--- config.mk ---
export PLATFORM = sky130hd
export DESIGN_NAME = imem_boot_loader
export DESIGN_NICKNAME = d
export VERILOG_FILES = /design/src/rtl/loader_pkg.sv /design/src/rtl/imem_boot_loader.sv
export SDC_FILE = /design/constraint.sdc
export NUM_CORES = 1
export LEC_CHECK = 0
export CAP_MARGIN = 20
export CELL_PAD_IN_SITES_DETAIL_PLACEMENT = 0
export CELL_PAD_IN_SITES_GLOBAL_PLACEMENT = 2
export CORE_ASPECT_RATIO = 0.6
export CORE_MARGIN = 4
export CORE_UTILIZATION = 33
export CTS_BUF_LIST = sky130_fd_sc_hd__clkbuf_4
export DETAILED_ROUTE_END_ITERATION = 8
export PLACE_DENSITY = 0.84
export SLEW_MARGIN = 20
export SYNTH_ARGS = -nofsm -noshare
export SYNTH_HDL_FRONTEND = slang
export SYNTH_SLANG_ARGS = --single-unit
--- constraint.sdc ---
create_clock -name clk -period 3.1 [get_ports clk]
set_input_delay 0.62 -clock clk [delete_from_list [all_inputs] [get_ports clk]]
set_output_delay 0.62 -clock clk [all_outputs]
set_load 0.1 [all_outputs]
--- src/rtl/loader_pkg.sv ---
// Shared types and defaults for the instruction-memory boot loader.
// Latency: n/a (declarations only).
// Backpressure: n/a.
package loader_pkg;

    localparam int LD_DATA_W    = 32;
    localparam int ADDR_W_DEF   = 8;
    localparam int HOLD_CYC_DEF = 4;

    typedef enum logic [2:0] {
        IDLE = 3'd0,
        LOAD = 3'd1,
        CSUM = 3'd2,
        HOLD = 3'd3,
        RUN  = 3'd4,
        ERR  = 3'd5
    } state_t;

endpackage

--- src/rtl/imem_boot_loader.sv ---
// Boot sequencer: holds the core in reset, streams words into imem, then releases it (LOADER_CSUM_EN adds a trailing checksum word).
// Latency: write issued the cycle after acceptance; core_rst rises HOLD_CYC cycles after HOLD entry.
// Backpressure: ld_ready high only in LOAD/CSUM; source stalls freely with ld_valid=0.
module imem_boot_loader
    import loader_pkg::*;
#(
    parameter int ADDR_W   = ADDR_W_DEF,
    parameter int HOLD_CYC = HOLD_CYC_DEF
) (
    input  logic                 clk,
    input  logic                 rst,
    input  logic                 load_req,
    input  logic                 ld_valid,
    input  logic [LD_DATA_W-1:0] ld_data,
    input  logic                 ld_last,
    output logic                 ld_ready,
    output logic                 imem_we,
    output logic [ADDR_W-1:0]    imem_addr,
    output logic [LD_DATA_W-1:0] imem_wdata,
    output logic                 core_rst,
    output logic                 busy,
    output logic                 done,
    output logic                 err,
    output logic [ADDR_W:0]      word_cnt
);

    localparam logic [ADDR_W:0] DEPTH     = {1'b1, {ADDR_W{1'b0}}};
    localparam logic [7:0]      HOLD_LAST = 8'(HOLD_CYC - 1);

    state_t                 state_q, state_d;
    logic [ADDR_W:0]        cnt_q, cnt_d;
    logic                   we_q, we_d;
    logic [ADDR_W-1:0]      addr_q, addr_d;
    logic [LD_DATA_W-1:0]   wdata_q, wdata_d;
    logic [7:0]             hold_q, hold_d;
`ifdef LOADER_CSUM_EN
    logic [LD_DATA_W-1:0]   sum_q, sum_d;
`endif

    logic accept;
    logic full;
    logic start;

    assign accept = ld_valid & ld_ready;
    assign full   = (cnt_q == DEPTH);
    assign start  = load_req & ((state_q == IDLE) | (state_q == RUN) | (state_q == ERR));

    always_ff @(posedge clk or negedge rst) begin
        if (!rst) begin
            state_q <= IDLE;
        end else begin
            state_q <= state_d;
        end
    end

    always_comb begin
        state_d = state_q;
        case (state_q)
            IDLE, RUN, ERR: begin
                if (load_req) state_d = LOAD;
            end
            LOAD: begin
                if (accept) begin
                    // A word arriving with memory already full wins over ld_last.
                    if (full) begin
                        state_d = ERR;
                    end else if (ld_last) begin
`ifdef LOADER_CSUM_EN
                        state_d = CSUM;
`else
                        state_d = HOLD;
`endif
                    end
                end
            end
`ifdef LOADER_CSUM_EN
            CSUM: begin
                if (accept) state_d = (ld_data == sum_q) ? HOLD : ERR;
            end
`endif
            HOLD: begin
                if (hold_q == HOLD_LAST) state_d = RUN;
            end
            default: state_d = IDLE;
        endcase
    end

    always_comb begin
        ld_ready = (state_q == LOAD) | (state_q == CSUM);
        core_rst = (state_q == RUN);
        busy     = (state_q == LOAD) | (state_q == CSUM) | (state_q == HOLD);
        done     = (state_q == RUN);
        err      = (state_q == ERR);
    end

    always_comb begin
        cnt_d   = cnt_q;
        we_d    = 1'b0;
        addr_d  = addr_q;
        wdata_d = wdata_q;
`ifdef LOADER_CSUM_EN
        sum_d   = sum_q;
`endif
        if (start) begin
            cnt_d = '0;
`ifdef LOADER_CSUM_EN
            sum_d = '0;
`endif
        end
        if ((state_q == LOAD) && accept && !full) begin
            we_d    = 1'b1;
            addr_d  = cnt_q[ADDR_W-1:0];
            wdata_d = ld_data;
            cnt_d   = cnt_q + 1'b1;
`ifdef LOADER_CSUM_EN
            sum_d   = sum_q + ld_data;
`endif
        end
        // Counter sits at zero outside HOLD so every HOLD entry starts fresh.
        hold_d = ((state_q == HOLD) && (state_d == HOLD)) ? hold_q + 8'd1 : 8'd0;
    end

    always_ff @(posedge clk or negedge rst) begin
        if (!rst) begin
            cnt_q   <= '0;
            we_q    <= 1'b0;
            addr_q  <= '0;
            wdata_q <= '0;
            hold_q  <= '0;
`ifdef LOADER_CSUM_EN
            sum_q   <= '0;
`endif
        end else begin
            cnt_q   <= cnt_d;
            we_q    <= we_d;
            addr_q  <= addr_d;
            wdata_q <= wdata_d;
            hold_q  <= hold_d;
`ifdef LOADER_CSUM_EN
            sum_q   <= sum_d;
`endif
        end
    end

    assign imem_we    = we_q;
    assign imem_addr  = addr_q;
    assign imem_wdata = wdata_q;
    assign word_cnt   = cnt_q;

endmodule

==> metrics, run 1 <==
status completed; Worst Path Max Fanout 8; CTS Buf Count 9; GRT overflow 0; area delta synth->final 34.5%; Post-synth EDFFs 0; Slew Limit Fails 0; Post-route DRC 0; CP Class reg -> out; Final Hold Vio Count 0; global routing's busiest layer met1; Max Freq 462 MHz; CP Data Arrival Time around 1.6 ns; CTS tree yes; Mapped Nets 240; min-delay worst type in -> async; gr usage total approximately 13%; fraction of registers with async set/reset 100%; Die ar. just under 10000 um^2; wire per inst between 10 and 15 um; Initial Util 34.4%; clock buffer depth 2; Antenna Nets Post-Route 0; post-route insts no fill between 400 and 500; number of core rows 25; most numerous cell in the Yosys netlist dfrtp_1; Synth top cells by count 61 x dfrtp_1, 31 x mux2_4, 15 x nor2_1; placed instance count slightly below 400; startpoint types register; largest family of logic cells by synthesized area multiplexers; fin crit period approximately 2.2 ns; Simple-Gate Fraction of Synth Area around 11%; top cell type's share of synthesized area between 50% and 60%; first-pass GRT wire length slightly below 10000 um; total number of vias approximately 1800; post-route cell area approximately 3700 um^2; Port Buf Inserts 91; Iter 0 DRT Violations ~110; GPL Wtd Cong roughly 0.7; Critical Path Slowest Stage Cell dfrtp_1; CTS clock-pin slew for the worst setup and hold paths roughly 0.11 ns; CTS root buf clkbuf_4; sequential share of the synthesized area a little under three fifths; Core Footprint between 8000 and 9000 um^2; XOR/XNOR Fraction of Synth Area 2.86%; DR vias/cell 4.41; Final Skew ~0.0096 ns; RSZ-0062 raised after global routing no; setup TNS 0 ns; measured slew at the worst slew-check pin around 0.74 ns; syn_area_per_cell roughly 14 um^2; CP endpoint kind primary output; Die X between 100 and 150 um; Die Ht 78.7 um; Synth Instances 200; period utilization ~70%; Placed Area 3560 um^2; Synth Area in Compound Gates under 10%; post-layout util between 40% and 50%; post-synthesis mux area share about a fifth; fin nets around 340; DRT Pass-1 Iters 4; post-synth cell types 31; grt met1 use 17.8%; CP cell instances nand2b_1, nor2_1, buf_4; met3 usage 4.97%; synthesized flop and latch total 61; I/O pin count 92; Sink Count 61; Skew-Pair Late Insertion Delay 0.40 ns; FILL cells 755; number of global-route vias before repair 1841; delay of the slowest critical-path stage about 0.49 ns; Synth area leaders dfrtp_1 55%, mux2_4 17%, buf_12 2.9%; pin count of the biggest net entering global routing 44; Post-Syn Area about 2800 um^2; post-DP HPWL between 4000 and 5000 um; CTS H-tree depth 3; main flop type after synthesis dfrtp_1; Rel. slew slack 50.8%; cts hold-fix bufs 0; largest area contributor in the netlist dfrtp_1; initial antenna violation count 1; grt met2 use 17.3%; total number of yosys warnings 0; final WL 5860 um; post_cts resized 0; share of cells above drive strength 1 about 39%; Synth Area in Adders 1.36%; CP required between 2 and 2.5 ns; maxcap violations 0; Post-CTS Setup Bufs 0; final setup violation count 0
## layer usage
layer / wire (um) / share of wire (%)
met1: 2860 / 49
met2: 2500 / 43
met3: 427 / 7.3
met4: 74 / 1.3
met5: 0 / 0
## worst paths after layout
check | slack, ns | to | depth (start not counted) | start
setup reg to reg | 1.03 | imem_addr[3]$_DFFE_PN0P_ | 6 | word_cnt[0]$_DFFE_PN0P_
hold reg to reg | 0.49 | imem_addr[2]$_DFFE_PN0P_ | 2 | imem_addr[2]$_DFFE_PN0P_
min in group clk | 0.49 | imem_addr[2]$_DFFE_PN0P_ | 2 | imem_addr[2]$_DFFE_PN0P_
max in group asynchronous | 2.13 | imem_addr[1]$_DFFE_PN0P_ | 2 | rst
hold / removal | 0.26 | imem_addr[7]$_DFFE_PN0P_ | 1 | rst
setup / recovery | 0.93 | core_rst | 3 | state_q[1]$_DFF_PN0_
## state kept, by name, indices dropped and copies added, names as in the netlist
| signal | flops |
|---|---|
| state_q | 3 |
| imem_wdata | 32 |
| hold_q | 8 |
| word_cnt | 9 |
| imem_we | 1 |
| imem_addr | 8 |
## kinds of logic (layout without fill, tap and decap cells)
kind of cell,Yosys count,after routing
compound gates,16,16
flops,61,61
mux,40,40
xor+xnor,9,9
buf+inv,15,116
other cells,0,1
simple gates,56,56
fa+ha+maj,3,3
## cell usage in the layout (no fill, tap or decap), types with 2 or more instances in the layout
| master | n |
|---|---|
| mux2_4 | 31 |
| xnor2_1 | 2 |
| buf_4 | 58 |
| nand2b_1 | 4 |
| clkbuf_4 | 9 |
| o21ai_0 | 10 |
| a21oi_1 | 2 |
| mux2i_1 | 2 |
| clkinv_4 | 3 |
| inv_1 | 5 |
| dfrtp_1 | 61 |
| nor4b_2 | 2 |
| ha_1 | 3 |
| nand4_1 | 2 |
| clkdlybuf4s50_1 | 35 |
| xor2_1 | 7 |
| and3_1 | 5 |
| a31oi_1 | 2 |
| nand3_1 | 11 |
| nor2_1 | 15 |
| nand2_1 | 11 |
| clkinv_2 | 2 |
| mux2_2 | 7 |
## cell type report
| type | count | area, um^2 | share of cell area [%] |
|---|---|---|---|
| antenna | 1 | 2.50 | 0.0676 |
| clock buffer | 9 | 67.6 | 1.82 |
| timing repair buffer | 94 | 791 | 21.4 |
| tap | 108 | 135 | 3.65 |
| sequential | 61 | 1530 | 41.2 |
| clock inverter | 7 | 75.1 | 2.03 |
| inverter | 6 | 35.0 | 0.946 |
| multi-input combinational | 124 | 1070 | 28.9 |
## critical path: cells and delay by family, from the launching register on
family / cells / cell delay, ns
and+or+nand+nor: 2 / 0.35
buffers and inverters: 1 / 0.31
DFF: 1 / 0.49
## through the flow
step / setup slack [ns] / hold slack, ns
finish: 0.935 / 0.263
global placement: 0.758 / 0.464
CTS: 0.896 / 0.253
detailed placement: 0.745 / 0.476
global route: 0.823 / 0.293
floorplan: 0.0635 / 0.324
Power of run 1 is not shown: default switching activity piles up to over one toggle a cycle in this logic, so the estimate is an artifact.
==> run 2, diff against run 1 <==
CORE_UTILIZATION = 28   (was 33)
PLACE_DENSITY = 0.76   (was 0.84)
clock period = 1.95 ns   (was 3.1 ns; I/O delays follow)
==> run 2 against run 1 <==
  * Wire length increased by 17%
  * Critical path depth increased by 3
  * Die area increased by 16%
  * Critical endpoint is now imem_addr[3]$_DFFE_PN0P_
  * Largest cell class unchanged
==> metrics, run 2 (synthesis results as in run 1) <==
status completed; Placed Area 3910 um^2 (+9.7%); Final Skew 0.0142 ns (+0.00460 ns); most frequent cells in the layout 51 x dfrtp_1, 51 x buf_4, 35 x clkdlybuf4s50_1, 32 x mux2_4, 16 x buf_12; GPL Wtd Cong 0.747 (+4.7%); fin worst setup slack 0.0839 ns (-0.851 ns); CTS tree yes; Core Footprint 9360 um^2 (+17%); CP Data Arrival Time 2.18 ns (+0.63 ns); post-route insts no fill 443 (+8.0%); maxcap violations 0 (unchanged); CP Class reg -> reg; Die ar. 11500 um^2 (+16%); CP cell instances inv_2, ha_2, nor4b_4, a211o_4, buf_8, mux2_2; post-route cell area 4110 um^2 (+11%); final hold slack 0.445 ns (+0.182 ns); number of core rows 27 (+8.0%); CTS clock-pin slew for the worst setup and hold paths 0.11 ns (about the same); DP Worst Slack -0.147 ns (-0.892 ns); Post-route DRC 0 (unchanged); Max Freq about 540 MHz; gr usage total 12.5% (-0.13 points); share of cells above drive strength 1 46.8% (+7.9 points); Slew Limit Fails 0 (unchanged); first-pass GRT wire length 10900 um (+12%); Critical Path Slowest Stage Cell dfrtp_4; measured slew at the worst slew-check pin 0.443 ns (-0.295 ns); FILL cells 887 (+17%); placed instance count 426 (+8.4%); Skew-Pair Late Insertion Delay 0.42 ns (+0.02 ns); wire per inst 15.5 um (+8.2%); Antenna Nets Post-Route 0 (unchanged); area delta synth->final 49.2%; pin count of the biggest net entering global routing 48 (+9.1%); GRT overflow 0 (unchanged); DRT Pass-1 Iters 4 (unchanged); initial antenna violation count 0 (-1); DR vias/cell 4.28 (-3.0%); I/O pin count 92 (unchanged); Rel. slew slack 70.3% (+20 points); Worst Reg-to-Reg Cells 6 (unchanged); register area 1540 um^2 (+1.1%); Die X 136 um (+8.0%); clock buffer depth 2 (unchanged); CTS H-tree depth 3 (unchanged); Sink Count 61 (unchanged); Initial Util 29.4% (-5.0 points); RSZ-0062 raised after global routing no; final setup violation count 0 (unchanged); Worst Path Max Fanout 18 (+10); final WL 6850 um (+17%); total number of vias 1895 (+4.8%); Final Hold Vio Count 0 (unchanged); Port Buf Inserts 91 (unchanged); CP endpoint kind register; fin crit period 1.87 ns; period utilization 95.7%; area of the multi-input gates 1120 um^2 (+4.7%); Iter 0 DRT Violations 44 (-60%); CP required 2.27 ns (-0.21 ns); min-delay worst type in -> async; delay of the slowest critical-path stage 0.49 ns (about the same); post-DP HPWL 4890 um (+16%); CTS root buf clkbuf_4; fin nets 347 (+3.3%); CTS Buf Count 9 (unchanged); number of global-route vias before repair 1954 (+6.1%); max reg flops 32 (unchanged); startpoint types register; Post-CTS Setup Bufs 0 (unchanged); Die Ht 84.8 um (+7.7%)
-- run 2: cell count changes in the layout (fill, tap and decap cells not counted), moves of 3 or more --
cell,change
buf_12,+16
dfrtp_1,-10
dfrtp_2,+8
buf_4,-7
clkinv_4,-3
nor2_1,-3
-- run 2: worst max-delay path: cells and delay by family (launching register included) --
kind                       cells  cell delay [ns]
and+or+nand+nor                1             0.28
muxes                          1             0.34
DFF                            1             0.49
adders and majority gates      1             0.16
AOI/OAI and AO/OA              1             0.25
buffers and inverters          2             0.24
-- run 2: path summary, 6_finish.rpt --
path                                             end                     start  slack [ns]
min                        imem_wdata[7]$_DFFE_PN0P_                       rst        0.44
min in group clk            imem_addr[2]$_DFFE_PN0P_  imem_addr[2]$_DFFE_PN0P_        0.50
min reg2reg                 imem_addr[2]$_DFFE_PN0P_  imem_addr[2]$_DFFE_PN0P_        0.50
max in group asynchronous    word_cnt[0]$_DFFE_PN0P_                       rst        0.90
max reg2reg                 imem_addr[3]$_DFFE_PN0P_   word_cnt[1]$_DFFE_PN0P_        0.08
max                         imem_addr[3]$_DFFE_PN0P_   word_cnt[1]$_DFFE_PN0P_        0.08
-- run 2: area by class of cell --
| cell class | count | area share (%) |
|---|---|---|
| Inverter | 6 | 0.853 |
| Multi-Input combinational cell | 124 | 27.3 |
| Sequential cell | 61 | 37.6 |
| Clock buffer | 11 | 2.01 |
| Clock inverter | 5 | 1.83 |
| Antenna cell | 1 | 0.0609 |
| Tap cell | 130 | 3.96 |
| Timing Repair Buffer | 105 | 26.4 |
-- run 2: stage by stage --
stage,TNS [ns],utilization (%)
after floorplan,-4.63,-
after global placement,-5.21,41.7
after detailed placement,-5.28,41.7
after CTS,0,43.7
after global routing,0,43.9
final,0,43.9
-- run 2: what timing repair did --
action	CTS	global route
endpoints found under the setup margin	34	18
hold buffers	1	0
resized for setup	6	4
hold endpoints to repair	14	0
pin swaps	1	1
-- run 2: metal layers --
metal	wire length (um)	vias up	track usage, %
li1	-	909	-
met1	3590	898	18.5
met2	2410	75	15.0
met3	734	13	6.35
met4	115	0	4.67
met5	0	-	0
Power of run 2 is left out for the same reason.
==> run 3, diff against run 2 <==
CTS_CLUSTER_DIAMETER = 80   (was not set)
SLEW_MARGIN = not set   (was 20)
==> results of run 3 <==
No change in the layout: final DEF, timing and power equal those of run 2.
Power of run 3 is left out for the same reason.
